File: src/rtl/mirfak_muldiv.sv
// mirfak_muldiv: iterative RV32M multiply/divide unit with a request/result
// handshake. Multiply is radix-2 shift-add; divide is restoring division.
// Division by zero and signed overflow are resolved at the accept edge.
module mirfak_muldiv #(
  parameter int XLEN = 32
) (
  input  logic            clk_i,
  input  logic            rst_ni,
  input  logic [XLEN-1:0] operand_a_i,
  input  logic [XLEN-1:0] operand_b_i,
  input  logic [2:0]      op_i,
  input  logic            req_valid_i,
  output logic            req_ready_o,
  input  logic            kill_i,
  output logic [XLEN-1:0] result_o,
  output logic            result_valid_o,
  input  logic            result_ack_i
);

  typedef enum logic [1:0] {IDLE, CALC, FIX, DONE} state_t;

  localparam logic [2:0] OP_MUL    = 3'b000;
  localparam logic [2:0] OP_MULH   = 3'b001;
  localparam logic [2:0] OP_MULHSU = 3'b010;
  localparam logic [2:0] OP_DIV    = 3'b100;
  localparam logic [2:0] OP_REM    = 3'b110;

  state_t            state_q, state_d;
  logic [4:0]        cnt_q, cnt_d;
  logic [2:0]        op_q, op_d;
  logic              sa_q, sa_d, sb_q, sb_d;
  logic [XLEN-1:0]   ma_q, ma_d, mb_q, mb_d;
  // hi: upper product word / partial remainder; lo: multiplier / quotient
  logic [XLEN-1:0]   hi_q, hi_d, lo_q, lo_d;
  logic [XLEN-1:0]   res_q, res_d;

  logic              sa_in, sb_in;
  logic [XLEN-1:0]   abs_a, abs_b;
  logic [XLEN:0]     add, shl, diff;
  logic [2*XLEN-1:0] prod;
  logic [XLEN-1:0]   val;

  assign req_ready_o    = (state_q == IDLE);
  assign result_valid_o = (state_q == DONE);
  assign result_o       = res_q;

  // State and datapath registers
  always_ff @(posedge clk_i or negedge rst_ni) begin
    if (!rst_ni) begin
      state_q <= IDLE;
      cnt_q   <= '0;
      op_q    <= '0;
      sa_q    <= 1'b0;
      sb_q    <= 1'b0;
      ma_q    <= '0;
      mb_q    <= '0;
      hi_q    <= '0;
      lo_q    <= '0;
      res_q   <= '0;
    end else begin
      state_q <= state_d;
      cnt_q   <= cnt_d;
      op_q    <= op_d;
      sa_q    <= sa_d;
      sb_q    <= sb_d;
      ma_q    <= ma_d;
      mb_q    <= mb_d;
      hi_q    <= hi_d;
      lo_q    <= lo_d;
      res_q   <= res_d;
    end
  end

  // Next-state, iteration step and sign correction
  always_comb begin
    state_d = state_q;
    cnt_d   = cnt_q;
    op_d    = op_q;
    sa_d    = sa_q;
    sb_d    = sb_q;
    ma_d    = ma_q;
    mb_d    = mb_q;
    hi_d    = hi_q;
    lo_d    = lo_q;
    res_d   = res_q;

    sa_in = operand_a_i[XLEN-1] &
            (op_i == OP_MULH || op_i == OP_MULHSU || op_i == OP_DIV || op_i == OP_REM);
    sb_in = operand_b_i[XLEN-1] &
            (op_i == OP_MULH || op_i == OP_DIV || op_i == OP_REM);
    abs_a = sa_in ? -operand_a_i : operand_a_i;
    abs_b = sb_in ? -operand_b_i : operand_b_i;

    add  = {1'b0, hi_q} + (lo_q[0] ? {1'b0, ma_q} : '0);
    shl  = {hi_q, lo_q[XLEN-1]};
    diff = shl - {1'b0, mb_q};

    prod = {hi_q, lo_q};
    if (sa_q ^ sb_q) prod = -prod;
    val  = lo_q;

    case (state_q)
      IDLE: begin
        if (req_valid_i && !kill_i) begin
          op_d  = op_i;
          sa_d  = sa_in;
          sb_d  = sb_in;
          ma_d  = abs_a;
          mb_d  = abs_b;
          cnt_d = '0;
          hi_d  = '0;
          lo_d  = op_i[2] ? abs_a : abs_b;
          if (op_i[2] && operand_b_i == '0) begin
            res_d   = op_i[1] ? operand_a_i : '1;
            state_d = DONE;
          end else if (op_i[2] && !op_i[0] && operand_a_i == {1'b1, {(XLEN-1){1'b0}}} &&
                       operand_b_i == '1) begin
            res_d   = op_i[1] ? '0 : {1'b1, {(XLEN-1){1'b0}}};
            state_d = DONE;
          end else begin
            state_d = CALC;
          end
        end
      end
      CALC: begin
        if (op_q[2]) begin
          if (!diff[XLEN]) begin
            hi_d = diff[XLEN-1:0];
            lo_d = {lo_q[XLEN-2:0], 1'b1};
          end else begin
            hi_d = shl[XLEN-1:0];
            lo_d = {lo_q[XLEN-2:0], 1'b0};
          end
        end else begin
          hi_d = add[XLEN:1];
          lo_d = {add[0], lo_q[XLEN-1:1]};
        end
        cnt_d = cnt_q + 5'd1;
        if (cnt_q == 5'd31) state_d = FIX;
      end
      FIX: begin
        if (!op_q[2]) begin
          res_d = (op_q == OP_MUL) ? prod[XLEN-1:0] : prod[2*XLEN-1:XLEN];
        end else if (op_q[1]) begin
          // remainder follows the dividend sign only
          val   = hi_q;
          res_d = sa_q ? -val : val;
        end else begin
          res_d = (sa_q ^ sb_q) ? -val : val;
        end
        state_d = DONE;
      end
      DONE: begin
        if (result_ack_i) state_d = IDLE;
      end
      default: state_d = IDLE;
    endcase

    if (kill_i) state_d = IDLE;
  end

endmodule

File: config.mk
export PLATFORM = sky130hd
export DESIGN_NAME = mirfak_muldiv
export DESIGN_NICKNAME = d
export VERILOG_FILES = /design/src/rtl/mirfak_muldiv.sv
export SDC_FILE = /design/constraint.sdc
export NUM_CORES = 1
export LEC_CHECK = 0
export BUFFER_PORTS_ARGS = -buffer_cell sky130_fd_sc_hd__buf_2
export CAP_MARGIN = 20
export CORE_MARGIN = 2
export CORE_UTILIZATION = 38
export CTS_CLUSTER_DIAMETER = 60
export CTS_CLUSTER_SIZE = 12
export DETAILED_ROUTE_END_ITERATION = 16
export PLACE_DENSITY = 0.6
export REMOVE_ABC_BUFFERS = 1
export SYNTH_ARGS = -nofsm -noshare
export SYNTH_HDL_FRONTEND = slang
export SYNTH_SLANG_ARGS = --single-unit
File: constraint.sdc
create_clock -name clk_i -period 10.85 [get_ports clk_i]
set_clock_uncertainty 0.15 [all_clocks]
set_input_delay 2.17 -clock clk_i [delete_from_list [all_inputs] [get_ports clk_i]]
set_output_delay 2.17 -clock clk_i [all_outputs]
set_load 0.1 [all_outputs]
==> flow_summary.json <==
{
  "r2r_end": "hi_q[0]$_DFFE_PN0P_",
  "htree_levels": 4,
  "synth_seq_area_share_pct": 26.81,
  "ys_seq_elements": 172,
  "power_density_nw_per_um2": 372.3,
  "cts_resized": 0,
  "grt_pass1_wl_um": 93250,
  "numPortBuffers": 105,
  "switchingPower_mw": 3.730,
  "coreArea_um2": 41850,
  "grt_pass1_vias": 15200,
  "syn_to_final_growth_pct": 9.454,
  "combPwrFrac_pct": 68.8,
  "antenna_cells": 0,
  "p_seq_share_pct": 21.1,
  "ctsLongestPathBuffers": 2,
  "period_needed_ps": 5847,
  "status": "finished clean",
  "yosys_most_used_dff": "dfrtp_1",
  "cp_max_fo": 21,
  "timing.final.ws_setup_ps": 5003,
  "synthTopCellsByArea": "dfrtp_1 27%, o21ai_0 7.6%, nand2_1 6.0%, xor2_1 5.9%, ha_1 5.8%",
  "use_met1_pct": 38.58,
  "cts_tree": "yes",
  "pre_cts_slack_ps": 4665,
  "fmax_mhz": 171.0,
  "drc": 0,
  "rsz0062_at_grt": "false",
  "gr-usage-all-layers_pct": 28.07,
  "clock-root-buffer": "clkbuf_16",
  "drt_iter0_drc": 1809,
  "hold_ws_ps": 327.6,
  "grt_start_max_net_pins": 122,
  "finalNonFillerCells": 2662,
  "synthArstFlopShare_pct": 100.0,
  "setup_viol": 0,
  "grt.busiest_layer": "met2",
  "drive_above_1_share_pct": 9.845,
  "crit_path_end_kind": "flop",
  "synth_top_area_cell": "dfrtp_1",
  "netlist_area_um2": 16050,
  "vdd_drop_max_mv": 0.3202,
  "rr_startpoint": "lo_q[31]$_DFFE_PN0P_",
  "antenna_left": 0,
  "nNetsFinal": 2259,
  "hold_end": "ma_q[4]$_DFFE_PN0P_",
  "overflow": 0,
  "place_hpwl_um": 47210,
  "rrSetupSlack_ps": 5970,
  "setup_tns_ps": 0,
  "power_frac_clock_pct": 10.1,
  "final_max_slew_viol_count": 0,
  "crit_type": "input pin to flop",
  "die_w_um": 209.5,
  "dieArea_um2": 43910,
  "cts_setup_buffers": 0,
  "synth_top_area_share_pct": 26.81,
  "fin_util_pct": 41.99,
  "vias_per_cell": 6.105,
  "p_leak_nw": 7.641,
  "mostFrequentLayoutCell": "nand2_1",
  "firstDrtPassIters": 5,
  "ys_warn_count": 0,
  "worstHoldPathCells": 2,
  "dpl.cell_count": 2628,
  "holdBufCountCts": 0,
  "ff2ff_path_depth": 14,
  "grt.met2_usage_pct": 43.68,
  "max_slew_margin_pct": 33.01,
  "synthDistinctLibCells": 74,
  "fillers": 4314,
  "synth.avg_cell_area_um2": 7.630,
  "start_util_pct": 38.36,
  "hold_viol": 0,
  "wl_per_cell_um": 23.40,
  "arrival_ps": 6110,
  "synth_edf_count": 0,
  "clock-sinks": 172,
  "use_met3_pct": 6.614,
  "required_ps": 11120,
  "start_kind": "input pin",
  "p_sw_share_pct": 57.01,
  "cts_buffers": 17,
  "clk_pin_slew_worst_paths_ps": 70,
  "mostFrequentLayoutCells": "255 x nand2_1, 244 x o21ai_0, 171 x dfrtp_1, 147 x a21oi_1, 138 x nor2_1",
  "hold_class": "flop to flop",
  "vias": 16250,
  "cap_violations": 0,
  "postSynthCellCount": 2104,
  "insertion_delay_ps": 480,
  "ioPinCount": 106,
  "antenna_found_initial": 2,
  "fin_crit_sh_pct": 53.89,
  "die_y_um": 209.5,
  "worstHoldStart": "ma_q[4]$_DFFE_PN0P_",
  "place.gp.congestion": 1.049,
  "worst_pin_slew_ps": 1005,
  "p_int_mw": 2.812,
  "rows": 75,
  "wl_um": 62300
}
==> per-stage QoR <==
| step | power [mW] | cell area (um^2) |
|---|---|---|
| 2_1_floorplan | 4.490 | 15460 |
| 4_1_cts | 6.458 | 17540 |
| 3_3_place_gp | 5.711 | 16930 |
| 6_report | 6.542 | 17570 |
| 5_1_grt | 7.008 | 17570 |
| 3_5_place_dp | 5.781 | 16940 |
==> critical path, cell delays in order <==
cell	delay, ps
buf_2	120
nor4_1	740
nand4_1	570
or4_4	630
or3_4	360
o211a_1	280
nor3_2	160
buf_4	300
nand2_1	240
a2111oi_0	370
a211o_1	150
==> worst max path at each step <==
stage | startpoint | to | slack (ps) | depth (start not counted)
detailed placement | operand_a_i[4] | result_o[11]$_DFFE_PN0P_ | 4670 | 11
global placement | operand_a_i[4] | result_o[11]$_DFFE_PN0P_ | 4750 | 11
floorplan | operand_a_i[16] | result_o[11]$_DFFE_PN0P_ | 4610 | 9
CTS | operand_a_i[4] | result_o[11]$_DFFE_PN0P_ | 5140 | 11
global route | operand_a_i[4] | result_o[11]$_DFFE_PN0P_ | 4780 | 11
finish | operand_a_i[4] | result_o[11]$_DFFE_PN0P_ | 5000 | 11
==> cells in the mapped netlist (15+ instances only) <==
library cell,n
a211oi_1,39
a21o_1,28
a21oi_1,147
a22oi_1,19
a31oi_1,33
and2_1,52
clkbuf_1,135
dfrtp_1,172
ha_1,75
inv_1,72
mux2i_1,57
nand2_1,255
nand2b_1,18
nand3_1,41
nand4_1,21
nor2_1,139
nor2b_1,16
nor3_1,52
nor4_1,21
o21ai_0,244
o31ai_1,33
o41ai_1,15
or3_1,17
xnor2_1,89
xor2_1,109
==> power groups by stage <==
| stage | combinational [mW] | sequential, mW | clock (mW) |
|---|---|---|---|
| 6_report | 4.50 | 1.38 | 0.663 |
| 5_1_grt | 4.90 | 1.41 | 0.697 |
| 3_5_place_dp | 4.40 | 1.38 | 0 |
| 3_3_place_gp | 4.34 | 1.37 | 0 |
| 2_1_floorplan | 2.88 | 1.61 | 0 |
| 4_1_cts | 4.42 | 1.37 | 0.669 |
==> registers in the layout (all words and copies together), names as in the netlist <==
register / cells
hi_q: 32
lo_q: 32
ma_q: 32
mb_q: 32
result_o: 32
cnt_q: 5
op_q: 3
state_q: 2
sa_q: 1
sb_q: 1
==> final cells by class <==
cell class	count	area [um^2]	share of cell area, %
Timing Repair Buffer	136	787.0	4.479
Tap cell	539	674.4	3.838
Sequential cell	172	4305	24.50
Inverter	74	277.8	1.581
Clock buffer	19	432.9	2.464
Clock inverter	13	167.7	0.9541
Multi-Input combinational cell	1709	10930	62.18
==> layer usage <==
metal	share of wire, %	wire length (um)
met5	0.021	13
met4	2.9	1837
met3	8.7	5399
met2	44	27630
met1	44	27430
==> kinds of logic (layout without fill, tap and decap cells) <==
logic type / Yosys count / after routing / synth area share [%]
AO/OA/AOI/OAI: 677 / 677 / 26.05
XOR/XNOR: 198 / 198 / 10.80
adder cells (fa/ha/maj): 77 / 77 / 6.095
buffers and inverters: 223 / 242 / 5.401
flip-flops: 172 / 172 / 26.81
multiplexers: 71 / 71 / 4.536
AND/OR/NAND/NOR: 686 / 686 / 20.31
(Power assumes the default switching activity.)
